`src/rtl/wb_commit_regfile_pkg.sv`:
```
// Shared constants and types for the writeback commit / register file block.
// Holds data width, register index width, halt encoding, FSM states and ABI indices.
package wb_commit_regfile_pkg;

    localparam int          XLEN        = 64;
    localparam int          NREG        = 32;
    localparam int          REG_AW      = 5;
    localparam logic [31:0] EBREAK_INST = 32'h00100073;
    localparam logic [4:0]  A0          = 5'd10;

    typedef enum logic {
        RUN  = 1'b0,
        HALT = 1'b1
    } mon_state_e;

endpackage

```
`src/rtl/wb_commit_regfile_core.sv`:
```
// wb_regfile_core: register array with hardwired x0, one write port and
// two combinational read ports (optional WB->ID forwarding via REGFILE_BYPASS_EN).
// Ports: clk, rst (sync, active-high), we_i/waddr_i/wdata_i write port,
//        rs1/rs2 address in, data out, a0_o raw x10 contents for the monitor.
import wb_commit_regfile_pkg::*;

module wb_regfile_core #(
    parameter int W = wb_commit_regfile_pkg::XLEN,
    parameter int N = wb_commit_regfile_pkg::NREG
) (
    input  logic              clk,
    input  logic              rst,
    input  logic              we_i,
    input  logic [REG_AW-1:0] waddr_i,
    input  logic [W-1:0]      wdata_i,
    input  logic [REG_AW-1:0] rs1_addr_i,
    input  logic [REG_AW-1:0] rs2_addr_i,
    output logic [W-1:0]      rs1_data_o,
    output logic [W-1:0]      rs2_data_o,
    output logic [W-1:0]      a0_o
);

    logic [W-1:0] regs_q [N];

    always_ff @(posedge clk) begin
        if (rst) begin
            for (int i = 0; i < N; i++) begin
                regs_q[i] <= '0;
            end
        end else if (we_i && (waddr_i != '0)) begin
            regs_q[waddr_i] <= wdata_i;
        end
    end

    always_comb begin
        rs1_data_o = (rs1_addr_i == '0) ? '0 : regs_q[rs1_addr_i];
        rs2_data_o = (rs2_addr_i == '0) ? '0 : regs_q[rs2_addr_i];
`ifdef REGFILE_BYPASS_EN
        // we_i already folds in commit, so HALT suppresses forwarding.
        if (we_i && (waddr_i != '0) && (waddr_i == rs1_addr_i)) begin
            rs1_data_o = wdata_i;
        end
        if (we_i && (waddr_i != '0) && (waddr_i == rs2_addr_i)) begin
            rs2_data_o = wdata_i;
        end
`endif
    end

    assign a0_o = regs_q[A0];

endmodule

```
`src/rtl/wb_commit_regfile.sv`:
```
// Writeback commit stage: register file, retired-instruction counter and
// halt monitor (ebreak / unknown opcode) latching a pass/fail verdict.
// Ports: clk, rst (sync, active-high); i_WB_* writeback bundle; i_ID_rs*_addr /
//        o_ID_rs*_data read ports; o_commit_cnt, o_halt, o_halt_good,
//        o_halt_pc, o_halt_code monitor outputs. Option macro: REGFILE_BYPASS_EN.
import wb_commit_regfile_pkg::*;

module wb_commit_regfile #(
    parameter int          XLEN        = wb_commit_regfile_pkg::XLEN,
    parameter int          NREG        = wb_commit_regfile_pkg::NREG,
    parameter logic [31:0] EBREAK_INST = wb_commit_regfile_pkg::EBREAK_INST
) (
    input  logic              clk,
    input  logic              rst,
    input  logic              i_WB_valid,
    input  logic              i_WB_RegWrite,
    input  logic [REG_AW-1:0] i_WB_reg_wr_addr,
    input  logic [XLEN-1:0]   i_WB_reg_wr_data,
    input  logic [63:0]       i_WB_pc,
    input  logic [31:0]       i_WB_inst,
    input  logic              i_WB_unkown_code,
    input  logic [REG_AW-1:0] i_ID_rs1_addr,
    input  logic [REG_AW-1:0] i_ID_rs2_addr,
    output logic [XLEN-1:0]   o_ID_rs1_data,
    output logic [XLEN-1:0]   o_ID_rs2_data,
    output logic [63:0]       o_commit_cnt,
    output logic              o_halt,
    output logic              o_halt_good,
    output logic [63:0]       o_halt_pc,
    output logic [XLEN-1:0]   o_halt_code
);

    mon_state_e      state_q, state_d;
    logic [63:0]     cnt_q, cnt_d;
    logic            good_q, good_d;
    logic [63:0]     hpc_q, hpc_d;
    logic [XLEN-1:0] hcode_q, hcode_d;

    logic            commit;
    logic            wr_en;
    logic            is_ebreak;
    logic [XLEN-1:0] a0_raw;
    logic [XLEN-1:0] a0_eff;

    assign commit    = i_WB_valid && (state_q == RUN);
    assign wr_en     = commit && i_WB_RegWrite;
    assign is_ebreak = (i_WB_inst == EBREAK_INST);

    wb_regfile_core #(
        .W (XLEN),
        .N (NREG)
    ) u_core (
        .clk        (clk),
        .rst        (rst),
        .we_i       (wr_en),
        .waddr_i    (i_WB_reg_wr_addr),
        .wdata_i    (i_WB_reg_wr_data),
        .rs1_addr_i (i_ID_rs1_addr),
        .rs2_addr_i (i_ID_rs2_addr),
        .rs1_data_o (o_ID_rs1_data),
        .rs2_data_o (o_ID_rs2_data),
        .a0_o       (a0_raw)
    );

    // Halt verdict must see the halting instruction's own write to a0.
    assign a0_eff = (wr_en && (i_WB_reg_wr_addr == A0)) ?
                    i_WB_reg_wr_data : a0_raw;

    always_comb begin
        state_d = state_q;
        cnt_d   = cnt_q;
        good_d  = good_q;
        hpc_d   = hpc_q;
        hcode_d = hcode_q;
        if (commit) begin
            cnt_d = cnt_q + 64'd1;
            if (is_ebreak || i_WB_unkown_code) begin
                state_d = HALT;
                hpc_d   = i_WB_pc;
                hcode_d = a0_eff;
                good_d  = is_ebreak && !i_WB_unkown_code &&
                          (a0_eff == '0);
            end
        end
    end

    always_ff @(posedge clk) begin
        if (rst) begin
            state_q <= RUN;
            cnt_q   <= '0;
            good_q  <= 1'b0;
            hpc_q   <= '0;
            hcode_q <= '0;
        end else begin
            state_q <= state_d;
            cnt_q   <= cnt_d;
            good_q  <= good_d;
            hpc_q   <= hpc_d;
            hcode_q <= hcode_d;
        end
    end

    assign o_commit_cnt = cnt_q;
    assign o_halt       = (state_q == HALT);
    assign o_halt_good  = good_q;
    assign o_halt_pc    = hpc_q;
    assign o_halt_code  = hcode_q;

endmodule

```
`config.mk`:
```
export PLATFORM = sky130hd
export DESIGN_NAME = wb_commit_regfile
export DESIGN_NICKNAME = d
export VERILOG_FILES = /design/src/rtl/wb_commit_regfile_pkg.sv /design/src/rtl/wb_commit_regfile_core.sv /design/src/rtl/wb_commit_regfile.sv
export SDC_FILE = /design/constraint.sdc
export NUM_CORES = 2
export LEC_CHECK = 0
export CAP_MARGIN = 20
export CORE_MARGIN = 3
export CORE_UTILIZATION = 65
export CTS_BUF_LIST = sky130_fd_sc_hd__clkbuf_8 sky130_fd_sc_hd__clkbuf_16
export CTS_CLUSTER_SIZE = 8
export DETAILED_ROUTE_END_ITERATION = 8
export PLACE_DENSITY = 0.85
export SYNTH_ARGS = -nofsm -noshare
export SYNTH_HDL_FRONTEND = slang
export SYNTH_SLANG_ARGS = --single-unit
```
`constraint.sdc`:
```
create_clock -name clk -period 6.15 [get_ports clk]
set_clock_uncertainty 0.1 [all_clocks]
set_input_delay 1.23 -clock clk [delete_from_list [all_inputs] [get_ports clk]]
set_output_delay 1.23 -clock clk [all_outputs]
set_load 0.02 [all_outputs]
```
# == After elaboration in Yosys (flattened, before gate mapping) ==
# Memories as Yosys holds them, arrays and structs flattened.
# Index checks and enable logic that the tools add are counted.
# totals
register_bits,194
latch_bits,0
ram_bits,2048
romBits,0
in_bits,180
out_inout_bits,322
elab_cells,35
mem_count,1
# op_classes
n_addsub,1
multipliers,0
div,0
magnitude_cmp,0
n_eq_ne,2
shifts,0
mux,11
n_bitwise,1
n_reduce_logical,14
# memory_table
memory,words,width,rd,rd_clocked_by_memory_dff,write_ports,line,rtl
u_core.regs_q,32,64,3,0,32,wb_commit_regfile_core.sv:23,logic [W-1:0] regs_q [N];
# op_table
operator,count
$mux W64,4
$add A64 B1 Y64 const B,1
$logic_not A64 Y1,1
$reduce_or A64 Y1,1
$eq A32 B21 Y1 const B,1
$logic_not A5 Y1,2
$logic_and A1 B1 Y1,6
$mux W1,6
$eq A5 B4 Y1 const B,1
$mux W5,1
$reduce_bool A5 Y1,1
$reduce_and A2 Y1,1
$logic_not A1 Y1,1
$logic_or A1 B1 Y1,1
$not A1 Y1,1

# == Longest topological paths before layout ==
# depth
depth_word,9
depth_mapped,9
ltp_nobuf,6

# == Cells and area by module ==
# From an unflattened synthesis, not the netlist that was laid out.
# unflattened
hier_cells,7896
hier_area_um2,116887.1
# by_module_without_submodules
mod,n_inst,cells_per_inst,area_each_um2,seq_area_each_um2
wb_regfile_core,1,6887,108212.5,61499.0
wb_commit_regfile,1,1009,8674.6,3883.7

# == Worst setup path after synthesis ==
# OpenSTA, ideal clock, no wires.
# synth_path
path_type,input-to-output
startpoint,input i_ID_rs2_addr[0]
endpoint,output o_ID_rs2_data[10]
arrival_ns,3.070
required_time_ns,4.820
path_slack_ns,1.750
path_stages,7
path_buffers,3
path_cell_list,buf_2 > buf_2 > buf_2 > mux4_2 > mux2i_1 > o22ai_1 > a221o_1
# synth_via
elab_chain_len,2
elab_cells_between_ends,3
cone_classes,mux (1); reduce/logical (1); memory (1)
# synth_rtl
element,line,rtl
from (decl),wb_commit_regfile.sv:23,"input logic [REG_AW-1:0] i_ID_rs2_addr,"
$mem_v2 Z32 W64 or $logic_not A5 Y1 (tied branches),n/a,
$mux W64 *,wb_commit_regfile_core.sv:37,rs2_data_o = (rs2_addr_i == '0) ? '0 : regs_q[rs2_addr_i];
to (decl),wb_commit_regfile.sv:25,"output logic [XLEN-1:0] o_ID_rs2_data,"
# Mark *: on every way between the ends. The rest lies on a longest branch, timed or not.

# == Worst setup path in the final report ==
# layout_path
startpoint,input i_ID_rs2_addr[0]
endpoint,output o_ID_rs2_data[26]
# Same word-level chain as after synthesis.

==> impl_metrics.yaml <==
floorplan:
  floorplan.io_pins: 502
  rows: 154
  coreArea_um2: 177000
  die_x_um: 429
  die-area_um2: 184000
  start_util_pct: 65.6
  dieHeight_um: 429
finish:
  final_design_area_no_fill_um2: 134000
  nets: 8093
  nFillCells: 9638
  drive_above_1_share_pct: 25.0
  area_delta_synth_final_pct: 15.1
sta:
  worst_pin_slew_ns: 1.39
  period_minus_slack_ns: 5.68
  whs_ns: 0.350
  worst_slack_ns: 0.470
  period_share_pct: 92.4
  setup_tns_ns: 0
  setup_viol: 0
  drv_slew: 0
  rsz0062_at_grt: "false"
  hold_viol: 0
  maxSlewHeadroom_pct: 7.53
  fmax_ghz: 0.176
synthesis:
  ys_top_cells_by_count: "2048 x edfxtp_1, 1990 x and2_1, 1139 x mux4_2, 580 x clkbuf_1, 320 x mux2i_1"
  synth.ff_latch_count: 2242
  syn_area_um2: 116000
  syn_inst: 7496
  synth_area_leaders: "edfxtp_1 53%, mux4_2 22%, and2_1 11%, dfxtp_1 3.3%, mux2i_1 2.8%"
  ys.warnings.count: 0
  ys_types: 51
  ys_seq_area_share_pct: 56.4
  netlist.area_leader.share_pct: 53.0
  synth_flop_cell: "edfxtp_1"
  avgSynthCellArea_um2: 15.5
  yosysMostFrequentCell: "edfxtp_1"
  ys_async_sr_fraction_pct: 0
  synth-edff-count: 2048
  synth.largest_area_cell: "edfxtp_1"
grt:
  grt_overflow: 0
  antenna_found_initial: 60
  grt_max_degree: 117
  grt_pass1_vias: 82100
  grt_usage_pct: 46.1
  grt_pass1_wl_um: 595000
route:
  ant_nets: 0
  dr.first_iter.drc_count: 17200
  firstDrtPassIters: 9
  route.detailed.wl_per_inst_um: 40.9
  post-route-drc-count: 1
  postRouteWirelength_um: 425000
  vias: 82000
  avgViaCountPerCell: 7.88
power_and_ir_drop:
  p_per_area_nw_per_um2: 281
  leakagePower_nw: 49.7
  power_mw: 37.6
  vdd_drop_max_mv: 0.319
run_status:
  violations: "DRC"
  status: "finished, violations left"
placement:
  io_buffer_count: 501
  place.detailed.hpwl_um: 244000
  place.gp.congestion: 0.974
  pre_cts_slack_ns: 0.807
  placed_area_um2: 125000
clock_tree:
  clk_pin_slew_ns: 0.05
  cts_setup_buffers: 0
  cts_max_level: 5
  clock_path_buffers: 4
  cts.sink_count: 2242
  cts_tree: "built"
  cts_buffers: 330
  cts.repair.resized: 0
  clockRootBuffer: "clkbuf_16"
  clk_latency_ns: 0.96
  hold_buffers: 0
setup_path:
  arrival_ns: 4.35
  cp_max_fo: 28
  timing_worst_setup_path_type: "primary input to primary output"
  endpoint_kind: "primary output"
  critPathRequiredTime_ns: 4.82
  cpMostUsedCell: "buf_4"
  start_kind: "primary input"
  max_stage_delay_ns: 0.90
  crit_chain: "buf_8 > nor3_1 > or3_1 > buf_4 > o22ai_1 > a21o_1 > buf_4"
  critical-path-slowest-cell: "o22ai_1"
run:
  cap_violations: 0
min_path:
  hold_class: "flop to flop"
==> power by group <==
group	internal [mW]	leakage (nW)	switching, mW
combinational	1.68	21.7	2.49
sequential	17.1	23.5	0.289
clock	9.56	4.52	6.47
total	28.3	49.7	9.25
==> state kept, by name, summed over array words and instances, names as in the netlist <==
signal         cells
o_commit_cnt      64
o_halt_code       64
o_halt_pc         64
o_halt             1
u_core.regs_q   2048
o_halt_good        1
==> final timing paths <==
kind,startpoint,endpoint,slack [ns],cells past startpoint
max,i_ID_rs2_addr[0],o_ID_rs2_data[26],0.47,7
min,o_halt_pc[31],o_halt_pc[31],0.35,2
max reg2reg,o_halt,u_core.regs_q[24][56],1.65,7
min reg2reg,o_halt_pc[31],o_halt_pc[31],0.35,2
==> cell families after synthesis <==
group	share of synthesized area, %
flip-flops	56.4
adder cells (fa/ha/maj)	0.0108
AND/OR/NAND/NOR	12.9
multiplexers	25.1
buffers and inverters	2.89
AO/OA/AOI/OAI	2.31
other	0.00323
XOR/XNOR	0.445
==> worst max-delay path: cells and delay by family <==
family	cells	cell delay [ns]
buffers and inverters	3	0.98
AOI/OAI and AO/OA	2	1.11
and+or+nand+nor	2	0.93
==> layer usage <==
metal / global-route usage, % / vias up / routed length [µm]
met5: 1.04 / - / 431
li1: - / 29500 / -
met4: 39.5 / 34 / 45500
met2: 65.5 / 9739 / 183000
met3: 20.1 / 2771 / 74900
met1: 54.0 / 39900 / 121000
==> cell type report <==
type,count,area (µm²),area share (%)
repair buffers,825,8390,6.28
inverters,2,7.51,0.00562
clock buffers,335,8380,6.28
well taps,2340,2930,2.19
clock inverters,74,348,0.261
diodes,72,180,0.135
multi-input cells,4511,47900,35.9
flip-flops and latches,2242,65400,49.0
==> metrics by stage <==
step,cells,utilization [%]
floorplan,7559,-
global placement,9914,70.4
detailed placement,9916,70.4
CTS,10300,75.3
global route,10300,75.4
finish,10400,75.5
==> cells in the final DEF, fill, tap and decap left out, types with 4 or more instances in the layout <==
master	n
mux2_2	26
nand3_1	32
diode_2	72
clkdlybuf4s50_1	418
buf_4	311
buf_8	8
mux4_2	1139
and2_1	1990
a21oi_1	69
a21o_1	115
or4_1	4
nand2_1	148
conb_1	64
clkbuf_16	336
a211oi_1	64
nor2_1	137
nand4_1	28
and4_1	8
nor4_1	31
buf_12	81
o21ai_0	5
inv_1	66
xor2_1	47
a221o_1	13
or2_4	31
xnor2_1	12
nand3b_1	4
edfxtp_1	2048
nor2_4	30
nor3_1	9
inv_6	6
or3_1	7
dfxtp_1	194
mux2i_1	320
and3_1	14
o22ai_1	128
(Power assumes the default switching activity.)
